## config.mk

```make
export PLATFORM = sky130hd
export DESIGN_NAME = roi_pool_core_flat
export DESIGN_NICKNAME = d
export VERILOG_FILES = /design/src/rtl/roi_pool_if.sv /design/src/rtl/roi_pool_core.sv /design/src/flat_wrapper.sv
export SDC_FILE = /design/constraint.sdc
export NUM_CORES = 1
export LEC_CHECK = 0
export CORE_AREA = 2 2 264 266
export DETAILED_ROUTE_END_ITERATION = 8
export DIE_AREA = 0 0 266 268
export PLACE_DENSITY = 0.63
export SLEW_MARGIN = 20
export SYNTH_ARGS = -nofsm -noshare
export SYNTH_HDL_FRONTEND = slang
export SYNTH_SLANG_ARGS = --single-unit
```

## constraint.sdc

```tcl
create_clock -name clk25 -period 29.2 [get_ports clk25]
set_clock_uncertainty 0.15 [all_clocks]
set_input_delay 7.3 -clock clk25 [delete_from_list [all_inputs] [get_ports clk25]]
set_output_delay 7.3 -clock clk25 [all_outputs]
set_load 0.03 [all_outputs]
```

## src/rtl/roi_pool_if.sv

```systemverilog
// Pixel stream in, LeNet write bus and display stream out, for roi_pool_core.
interface roi_pool_if #(parameter int PIX_W = 8);
  logic             pix_valid;
  logic [PIX_W-1:0] pix_data;
  logic             sof;
  logic             start;
  logic             mode;
  logic [PIX_W-1:0] threshold;
  logic             disp_valid;
  logic [3:0]       disp_data;
  logic [18:0]      disp_addr;
  logic             lenet_we;
  logic [9:0]       lenet_addr;
  logic [PIX_W-1:0] lenet_dout;
  logic             busy;
  logic             data_ready;

  modport master (
    output pix_valid, pix_data, sof, start, mode, threshold,
    input  disp_valid, disp_data, disp_addr, lenet_we, lenet_addr, lenet_dout, busy, data_ready
  );
  modport slave (
    input  pix_valid, pix_data, sof, start, mode, threshold,
    output disp_valid, disp_data, disp_addr, lenet_we, lenet_addr, lenet_dout, busy, data_ready
  );
endinterface

```

## src/rtl/roi_pool_core.sv

```systemverilog
// Streaming ROI pooler: reduces a centred OUT_N x OUT_N grid of blocks to LeNet
// memory (avg or max) and overlays the pooled preview on a 4-bit display stream.
module roi_pool_core #(
  parameter int WIDTH      = 640,
  parameter int HEIGHT     = 480,
  parameter int POOL_W     = 8,
  parameter int POOL_H     = 8,
  parameter int OUT_N      = 28,
  parameter int PIX_W      = 8,
  parameter int MEM_BASE   = 66,
  parameter int MEM_STRIDE = 32
) (
  input logic       clk25,
  input logic       rst,
  roi_pool_if.slave bus
);
  localparam int HW    = $clog2(WIDTH);
  localparam int VW    = $clog2(HEIGHT);
  localparam int PWL   = $clog2(POOL_W);
  localparam int PHL   = $clog2(POOL_H);
  localparam int NL    = PWL + PHL;
  localparam int ACC_W = PIX_W + NL;
  localparam int CW    = (OUT_N > 1) ? $clog2(OUT_N) : 1;

  localparam logic [HW-1:0]  ROI_L    = HW'(WIDTH/2 - POOL_W*OUT_N/2);
  localparam logic [HW-1:0]  ROI_R    = HW'(WIDTH/2 - POOL_W*OUT_N/2 + POOL_W*OUT_N);
  localparam logic [VW-1:0]  ROI_U    = VW'(HEIGHT/2 - POOL_H*OUT_N/2);
  localparam logic [VW-1:0]  ROI_D    = VW'(HEIGHT/2 - POOL_H*OUT_N/2 + POOL_H*OUT_N);
  localparam logic [HW-1:0]  H_LAST   = HW'(WIDTH-1);
  localparam logic [VW-1:0]  V_LAST   = VW'(HEIGHT-1);
  localparam logic [VW-1:0]  PH_V     = VW'(POOL_H);
  localparam logic [CW-1:0]  N_LAST   = CW'(OUT_N-1);
  localparam logic [9:0]     BASE_A   = 10'(MEM_BASE);
  localparam logic [9:0]     STRIDE_A = 10'(MEM_STRIDE);
  localparam logic [18:0]    WIDTH_A  = 19'(WIDTH);
  localparam logic [ACC_W:0] HALF_N   = (ACC_W+1)'((POOL_W*POOL_H)/2);

  typedef enum logic [1:0] {IDLE, ARMED, CAPTURE} state_t;

  state_t                         state;
  logic [HW-1:0]                  h, cur_h, rx;
  logic [VW-1:0]                  v, cur_v, ry;
  logic                           mode_q;
  logic [PIX_W-1:0]               thr_q;
  logic [OUT_N-1:0][ACC_W-1:0]    acc;
  logic [OUT_N-1:0][PIX_W-1:0]    res_hold;
  logic [CW-1:0]                  col, row;
  logic                           in_roi, blk_first, blk_close, cap_pix, show_pool;
  logic [ACC_W-1:0]               pix_ext, acc_cur, acc_next;
  logic [ACC_W:0]                 avg_full;
  logic [PIX_W-1:0]               res_raw, res;

  // sof re-anchors the raster to (0,0) on the very pixel that carries it
  always_comb begin
    cur_h     = bus.sof ? '0 : h;
    cur_v     = bus.sof ? '0 : v;
    in_roi    = (cur_h >= ROI_L) && (cur_h < ROI_R) && (cur_v >= ROI_U) && (cur_v < ROI_D);
    rx        = cur_h - ROI_L;
    ry        = cur_v - ROI_U;
    col       = CW'(rx >> PWL);
    row       = CW'(ry >> PHL);
    blk_first = (rx[PWL-1:0] == '0) && (ry[PHL-1:0] == '0);
    blk_close = (&rx[PWL-1:0]) && (&ry[PHL-1:0]);
    cap_pix   = bus.pix_valid && !bus.sof && (state == CAPTURE) && in_roi;
    show_pool = (state == CAPTURE) && in_roi && (ry >= PH_V);
    pix_ext   = ACC_W'(bus.pix_data);
    acc_cur   = acc[col];
    if (blk_first)   acc_next = pix_ext;
    else if (mode_q) acc_next = (pix_ext > acc_cur) ? pix_ext : acc_cur;
    else             acc_next = acc_cur + pix_ext;
    // result includes the closing pixel, so it is taken from acc_next
    avg_full = ({1'b0, acc_next} + HALF_N) >> NL;
    if (mode_q)                     res_raw = acc_next[PIX_W-1:0];
    else if (|avg_full[ACC_W:PIX_W]) res_raw = '1;
    else                            res_raw = avg_full[PIX_W-1:0];
    res = (res_raw < thr_q) ? '0 : res_raw;
  end

  assign bus.busy = (state != IDLE);

  always_ff @(posedge clk25 or posedge rst) begin
    if (rst) begin
      state          <= IDLE;
      h              <= '0;
      v              <= '0;
      mode_q         <= 1'b0;
      thr_q          <= '0;
      acc            <= '0;
      res_hold       <= '0;
      bus.disp_valid <= 1'b0;
      bus.disp_data  <= '0;
      bus.disp_addr  <= '0;
      bus.lenet_we   <= 1'b0;
      bus.lenet_addr <= '0;
      bus.lenet_dout <= '0;
      bus.data_ready <= 1'b0;
    end else begin
      bus.lenet_we   <= 1'b0;
      bus.data_ready <= 1'b0;
      bus.disp_valid <= bus.pix_valid;
      if (bus.start && state == IDLE) state <= ARMED;
      if (bus.pix_valid) begin
        if (cur_h == H_LAST) begin
          h <= '0;
          v <= (cur_v == V_LAST) ? '0 : cur_v + 1'b1;
        end else begin
          h <= cur_h + 1'b1;
          v <= cur_v;
        end
        bus.disp_addr <= 19'(cur_v) * WIDTH_A + 19'(cur_h);
        bus.disp_data <= show_pool ? res_hold[col][PIX_W-1 -: 4] : bus.pix_data[PIX_W-1 -: 4];
        // sof while armed starts a capture; while capturing it aborts and restarts
        if (bus.sof && state != IDLE) begin
          state  <= CAPTURE;
          mode_q <= bus.mode;
          thr_q  <= bus.threshold;
          acc    <= '0;
        end else if (cap_pix) begin
          acc[col] <= acc_next;
          if (blk_close) begin
            bus.lenet_we   <= 1'b1;
            bus.lenet_addr <= BASE_A + 10'(col) + STRIDE_A * 10'(row);
            bus.lenet_dout <= res;
            res_hold[col]  <= res;
            if (col == N_LAST && row == N_LAST) begin
              bus.data_ready <= 1'b1;
              state          <= IDLE;
            end
          end
        end
      end
    end
  end
endmodule

```

## src/flat_wrapper.sv

```systemverilog
// flat-port wrapper written by rule: the top's interface ports become plain ports
module roi_pool_core_flat 
#(
  parameter int WIDTH      = 640,
  parameter int HEIGHT     = 480,
  parameter int POOL_W     = 8,
  parameter int POOL_H     = 8,
  parameter int OUT_N      = 28,
  parameter int PIX_W      = 8,
  parameter int MEM_BASE   = 66,
  parameter int MEM_STRIDE = 32
)
  (clk25, rst, bus_pix_valid, bus_pix_data, bus_sof, bus_start, bus_mode, bus_threshold, bus_disp_valid, bus_disp_data, bus_disp_addr, bus_lenet_we, bus_lenet_addr, bus_lenet_dout, bus_busy, bus_data_ready);
  roi_pool_if #(.PIX_W(PIX_W)) bus_i ();
  input logic clk25;
  input logic rst;
  input wire logic [$bits(bus_i.pix_valid)-1:0] bus_pix_valid;
  input wire logic [$bits(bus_i.pix_data)-1:0] bus_pix_data;
  input wire logic [$bits(bus_i.sof)-1:0] bus_sof;
  input wire logic [$bits(bus_i.start)-1:0] bus_start;
  input wire logic [$bits(bus_i.mode)-1:0] bus_mode;
  input wire logic [$bits(bus_i.threshold)-1:0] bus_threshold;
  output wire logic [$bits(bus_i.disp_valid)-1:0] bus_disp_valid;
  output wire logic [$bits(bus_i.disp_data)-1:0] bus_disp_data;
  output wire logic [$bits(bus_i.disp_addr)-1:0] bus_disp_addr;
  output wire logic [$bits(bus_i.lenet_we)-1:0] bus_lenet_we;
  output wire logic [$bits(bus_i.lenet_addr)-1:0] bus_lenet_addr;
  output wire logic [$bits(bus_i.lenet_dout)-1:0] bus_lenet_dout;
  output wire logic [$bits(bus_i.busy)-1:0] bus_busy;
  output wire logic [$bits(bus_i.data_ready)-1:0] bus_data_ready;
  assign bus_i.pix_valid = bus_pix_valid;
  assign bus_i.pix_data = bus_pix_data;
  assign bus_i.sof = bus_sof;
  assign bus_i.start = bus_start;
  assign bus_i.mode = bus_mode;
  assign bus_i.threshold = bus_threshold;
  assign bus_disp_valid = bus_i.disp_valid;
  assign bus_disp_data = bus_i.disp_data;
  assign bus_disp_addr = bus_i.disp_addr;
  assign bus_lenet_we = bus_i.lenet_we;
  assign bus_lenet_addr = bus_i.lenet_addr;
  assign bus_lenet_dout = bus_i.lenet_dout;
  assign bus_busy = bus_i.busy;
  assign bus_data_ready = bus_i.data_ready;
  roi_pool_core #(.WIDTH(WIDTH), .HEIGHT(HEIGHT), .POOL_W(POOL_W), .POOL_H(POOL_H), .OUT_N(OUT_N), .PIX_W(PIX_W), .MEM_BASE(MEM_BASE), .MEM_STRIDE(MEM_STRIDE)) u_core (.clk25(clk25), .rst(rst), .bus(bus_i));
endmodule
```

==> results of run 1 <==
## per-layer routing
layer  track usage, %  routed length (µm)  up-vias
met5                0                  11        -
met4             11.1                3850        2
met3             7.82               11800      234
li1                 -                   -    10600
met1             40.8               43900    12700
met2             45.2               47200     1516
## where the power goes
| group | internal, mW | switching (mW) |
|---|---|---|
| Clock | 0.522 | 0.343 |
| Combinational | 0.0887 | 0.278 |
| Sequential | 0.806 | 0.00654 |
## synth_stat cells, types with 34 or more instances
cell type	count	area (µm²)
dfrtp_1	578	14500
a22o_1	340	2980
nand2_1	306	1150
o21ai_0	217	1090
clkbuf_1	167	627
nor2_1	128	480
a21oi_1	88	440
inv_1	82	308
mux2i_1	79	791
o22ai_1	57	357
nor3_1	55	275
ha_1	52	651
buf_2	47	235
o31ai_1	39	293
a22oi_1	38	285
o221ai_1	38	333
nand3_1	36	180
mux2_2	34	383
## kinds of logic after synthesis
group / synth area share [%]
compound gates: 26.8
simple gates: 10.7
flops: 49.7
buf+inv: 4.93
mux: 4.34
fa+ha+maj: 2.44
xor+xnor: 1.14
## registers in the layout (all words and copies together), names as in the netlist
signal                 count
u_core.res_hold          112
u_core.mode_q              1
u_core.bus.lenet_we        1
u_core.bus.disp_addr      19
u_core.bus.disp_data       4
u_core.state               2
u_core.acc               392
u_core.thr_q               8
u_core.bus.lenet_addr     10
u_core.bus.lenet_dout      8
u_core.v                   9
u_core.bus.disp_valid      1
u_core.bus.data_ready      1
u_core.h                  10
## per-stage QoR
stage	hold WS [ps]	cell area, µm²	power [mW]
CTS	325	33000	2.04
finish	324	33000	2.04
global route	351	33000	2.10
global placement	305	30700	1.18
detailed placement	311	30700	1.18
floorplan	291	29100	1.04
## tightest hold or removal path: stages, from the launching register on
cell and delay (ps):
dfrtp_1 340, nand2_1 40, o21ai_0 60
## final timing paths
path | from | to | slack (ps) | cells past startpoint
setup / recovery | bus_sof | u_core.res_hold[15]$_DFFE_PP0P_ | 11010 | 38
hold / removal | u_core.acc[163]$_DFFE_PP0P_ | u_core.acc[163]$_DFFE_PP0P_ | 320 | 2
setup reg to reg | u_core.h[5]$_DFFE_PP0P_ | u_core.res_hold[15]$_DFFE_PP0P_ | 17270 | 37
hold reg to reg | u_core.acc[163]$_DFFE_PP0P_ | u_core.acc[163]$_DFFE_PP0P_ | 320 | 2
max in group asynchronous | rst | u_core.res_hold[174]$_DFFE_PP0P_ | 18900 | 5
min in group asynchronous | rst | u_core.acc[77]$_DFFE_PP0P_ | 7080 | 2
## area by class of cell
type,instances,area share [%]
well taps,882,3.34
clock buffers,97,6.10
multi-input cells,1934,40.4
clock inverters,18,0.713
flip-flops and latches,578,43.8
diodes,2,0.0152
inverters,85,1.00
repair buffers,180,4.61
==> impl_metrics.toml, run 1 <==
[run_status]
status = "finished, final reports clean"

[drt]
wl_per_cell_um = 28.3
firstDrtPassIters = 6
wl_um = 107000
routed_via_density = 6.63
antenna_left = 0
num_vias = 25000
route.detailed.drc = 0
drt_iter0_drc = 3153

[cts]
root_buffer = "clkbuf_16"
cts_made_buffers = 67
clk-insertion-delay-late_ps = 610
clockBufferDepth = 3
path_clk_slew_ps = 60
cts_sinks = 578
hold_buffers = 0
cts_tree = "built"
htree_levels = 3
ctsResizeCount = 0
post_cts_buffers = 0

[worst_setup_path]
critPathMaxFanout = 61
cp.buffers_inverters = 8
cpPeakStageDelay_ps = 950
end_kind = "flip-flop"
critical-path-slowest-cell = "nand2b_1"
critPathTopFamily = "simple AND/OR/NAND/NOR gates"
cpMostUsedCell = "buf_4"
worstPathRequired_ps = 29480
cp-start-kind = "input port"
worst_ep_arrival_time_ps = 18470
critical_path_class = "input port to flip-flop"

[placed_design]
io_buffer_count = 66
post-place-ws_ps = 10690
dp.final_hpwl_um = 67400
place_congestion = 0.968
place_inst = 3659

[synthesis]
synth_async_sr_flop_share_pct = 100
synth_nets = 2928
syn_inst = 2851
ys.flop_type = "dfrtp_1"
yosysWarnings = 0
synth-seq-area-share_pct = 49.7
ys_seq_elements = 578
synth_area_um2 = 29100
syn_area_per_cell_um2 = 10.2
ys_types = 92
synth_edf_count = 0

[pwr]
ir_drop_mv = 0.0350
power.leakage_nw = 14.2
p_per_area_nw_per_um2 = 61.9

[timing]
drv_slew = 0
tns_ps = 0
hold_violations = 0
layout_setup_ws_ps = 11010
worst_slew_pin_slew_ps = 1140
fin_crit_ps = 18190
fmax_ghz = 0.0550
slew_headroom_pct = 24.3
fin_crit_sh_pct = 62.3
setup_viol = 0
rsz0062_at_grt = "false"

[floorplan]
die_y_um = 268
initial_core_util_pct = 42.7
coreArea_um2 = 68200
pin_count = 67
die_w_um = 266
dieArea_um2 = 71300
rows = 96

[grt]
antenna_found_initial = 3
grt_max_degree = 151
grt_pass1_vias = 24600
track_usage_pct = 29.7
overflow = 0
grt_pass1_wl_um = 160000

[finish]
nFillCells = 6127
seq_area_um2 = 14500
drive_gt1_share_pct = 11.3
mostFrequentLayoutCell = "dfrtp_1"
multi_input_area_um2 = 13300
layout_common_cells = "dfrtp_1, a22o_1, nand2_1"
synthToLayoutAreaGrowth_pct = 13.4
final_nets = 2923
final_util_pct = 48.4
stdcell_count = 3776

[hold_path]
hold_path_class = "flip-flop to flip-flop"

[run]
max-cap-violations = 0
(Power assumes the default switching activity.)
==> inputs of run 2 (changes only) <==
--- a/config.mk
+++ b/config.mk
@@ -8,7 +8,7 @@
 export CORE_AREA = 2 2 264 266
 export DETAILED_ROUTE_END_ITERATION = 8
 export DIE_AREA = 0 0 266 268
-export PLACE_DENSITY = 0.63
+export PLACE_DENSITY = 0.66
 export SLEW_MARGIN = 20
 export SYNTH_ARGS = -nofsm -noshare
 export SYNTH_HDL_FRONTEND = slang
==> constraint.sdc (replaced) <==
create_clock -name clk25 -period 16.55 [get_ports clk25]
set_clock_uncertainty 0.15 [all_clocks]
set_input_delay 4.1375 -clock clk25 [delete_from_list [all_inputs] [get_ports clk25]]
set_output_delay 4.1375 -clock clk25 [all_outputs]
set_load 0.03 [all_outputs]
==> impl_metrics.toml, run 2 (synthesized netlist as in run 1, its figures left out) <==
[cts]
ctsResizeCount = 0
cts_made_buffers = 67
hold_buffers = 0
cts_tree = "built"
post_cts_buffers = 0
cts_sinks = 578
root_buffer = "clkbuf_16"
clockBufferDepth = 3
clk-insertion-delay-late_ps = 630
path_clk_slew_ps = 60
htree_levels = 3

[finish]
final_nets = 2923
largest_registers = "u_core.acc: 392 flops, u_core.res_hold: 112 flops, u_core.bus.disp_addr: 19 flops"
layout_common_cells = "dfrtp_1, a22o_1, nand2_1"
synthToLayoutAreaGrowth_pct = 13.1
diodes = 0
mostFrequentLayoutCell = "dfrtp_1"
top_register = "u_core.acc"
largest_register_ffs = 392
nFillCells = 6225
drive_gt1_share_pct = 11.1

[drt]
num_vias = 25100
drt_iter0_drc = 3002
firstDrtPassIters = 6
antenna_left = 0
routed_via_density = 6.66
wl_per_cell_um = 27.8
route.detailed.drc = 0
wl_um = 105000

[timing]
fin_crit_sh_pct = 85.0
drv_slew = 0
slew_headroom_pct = 22.9
rsz0062_at_grt = "false"
worst_slew_pin_slew_ps = 1150
hold_violations = 0
tns_ps = 0
fin_crit_ps = 14060
fmax_ghz = 0.0711
setup_viol = 0

[floorplan]
initial_core_util_pct = 42.7
die_y_um = 268
coreArea_um2 = 68200
pin_count = 67
die_w_um = 266
dieArea_um2 = 71300
rows = 96

[placed_design]
place_congestion = 0.932
io_buffer_count = 66
dp.final_hpwl_um = 67500

[worst_setup_path]
critical-path-slowest-cell = "nand2b_1"
critPathTopFamily = "simple AND/OR/NAND/NOR gates"
worst_ep_arrival_time_ps = 14340
critPathMaxFanout = 53
end_kind = "flip-flop"
cp-start-kind = "input port"
r2r_slack_ps = 5110
critical_path_class = "input port to flip-flop"
cpPeakStageDelay_ps = 890
worstPathRequired_ps = 16830
cp.buffers_inverters = 5

[grt]
grt_max_degree = 176
antenna_found_initial = 5
track_usage_pct = 29.3
grt_pass1_vias = 24600
overflow = 0
grt_pass1_wl_um = 159000

[pwr]
totalPowerFinal_mw = 3.56
p_per_area_nw_per_um2 = 108
power.leakage_nw = 14.1
ir_drop_mv = 0.0613

[hold_path]
hold_path_class = "flip-flop to flip-flop"

[run_status]
status = "finished, final reports clean"

[run]
max-cap-violations = 0
## run 2: changes by cell type in the layout (fill, tap and decap cells not counted), sizes merged
cell    previous run  this run
inv               80        84
clkbuf            97        94
diode              2         0
bufinv             5         4
clkinv            16        12
## run 2: worst register-to-register path: cells and delay by family, from the launching register on
kind	cells	cell delay [ps]
AOI/OAI and AO/OA	12	2560
xor gates and xnor gates	1	160
adders and majority gates	3	1000
buffers and inverters	5	1960
DFF	1	550
and+or+nand+nor	13	4860
## run 2: area by class of cell
cell class	count	area, µm²	area share, %
Clock buffer	94	1920	5.83
Clock inverter	17	229	0.695
Inverter	85	323	0.980
Multi-Input combinational cell	1934	13300	40.5
Sequential cell	578	14500	44.0
Tap cell	882	1100	3.35
Timing Repair Buffer	180	1530	4.64
## run 2: layer usage
layer	part of all wire (%)	track usage [%]
met2	43	43.1
met4	5.1	14.1
met5	0.036	0
met3	11	8.93
met1	40	39.5
## run 2: final timing paths
| path | endpoint | start | depth (start not counted) |
|---|---|---|---|
| worst max-delay path | u_core.res_hold[63]$_DFFE_PP0P_ | bus_sof | 33 |
| worst min-delay path | u_core.v[1]$_DFFE_PP0P_ | u_core.v[1]$_DFFE_PP0P_ | 1 |
| worst max register to register | u_core.res_hold[63]$_DFFE_PP0P_ | u_core.h[4]$_DFFE_PP0P_ | 34 |
| worst min register to register | u_core.v[1]$_DFFE_PP0P_ | u_core.v[1]$_DFFE_PP0P_ | 1 |
| max in group asynchronous | u_core.res_hold[164]$_DFFE_PP0P_ | rst | 5 |
| min in group asynchronous | u_core.acc[67]$_DFFE_PP0P_ | rst | 3 |
## run 2: report_power, final
group	total, mW	internal, mW	switching [mW]
clock	1.48	0.872	0.607
combinational	0.643	0.158	0.486
sequential	1.43	1.42	0.0126
## run 2: through the flow
stage	setup slack (ps)	instances	hold WS, ps	utilization, %	instance area [µm²]
2_1_floorplan	3290	2851	291	-	29100
3_3_place_gp	2380	3659	306	45.1	30700
3_5_place_dp	2320	3659	312	45.1	30800
4_1_cts	2910	3770	324	48.2	32900
5_1_grt	1970	3770	333	48.3	32900
6_report	2490	3770	323	48.3	32900
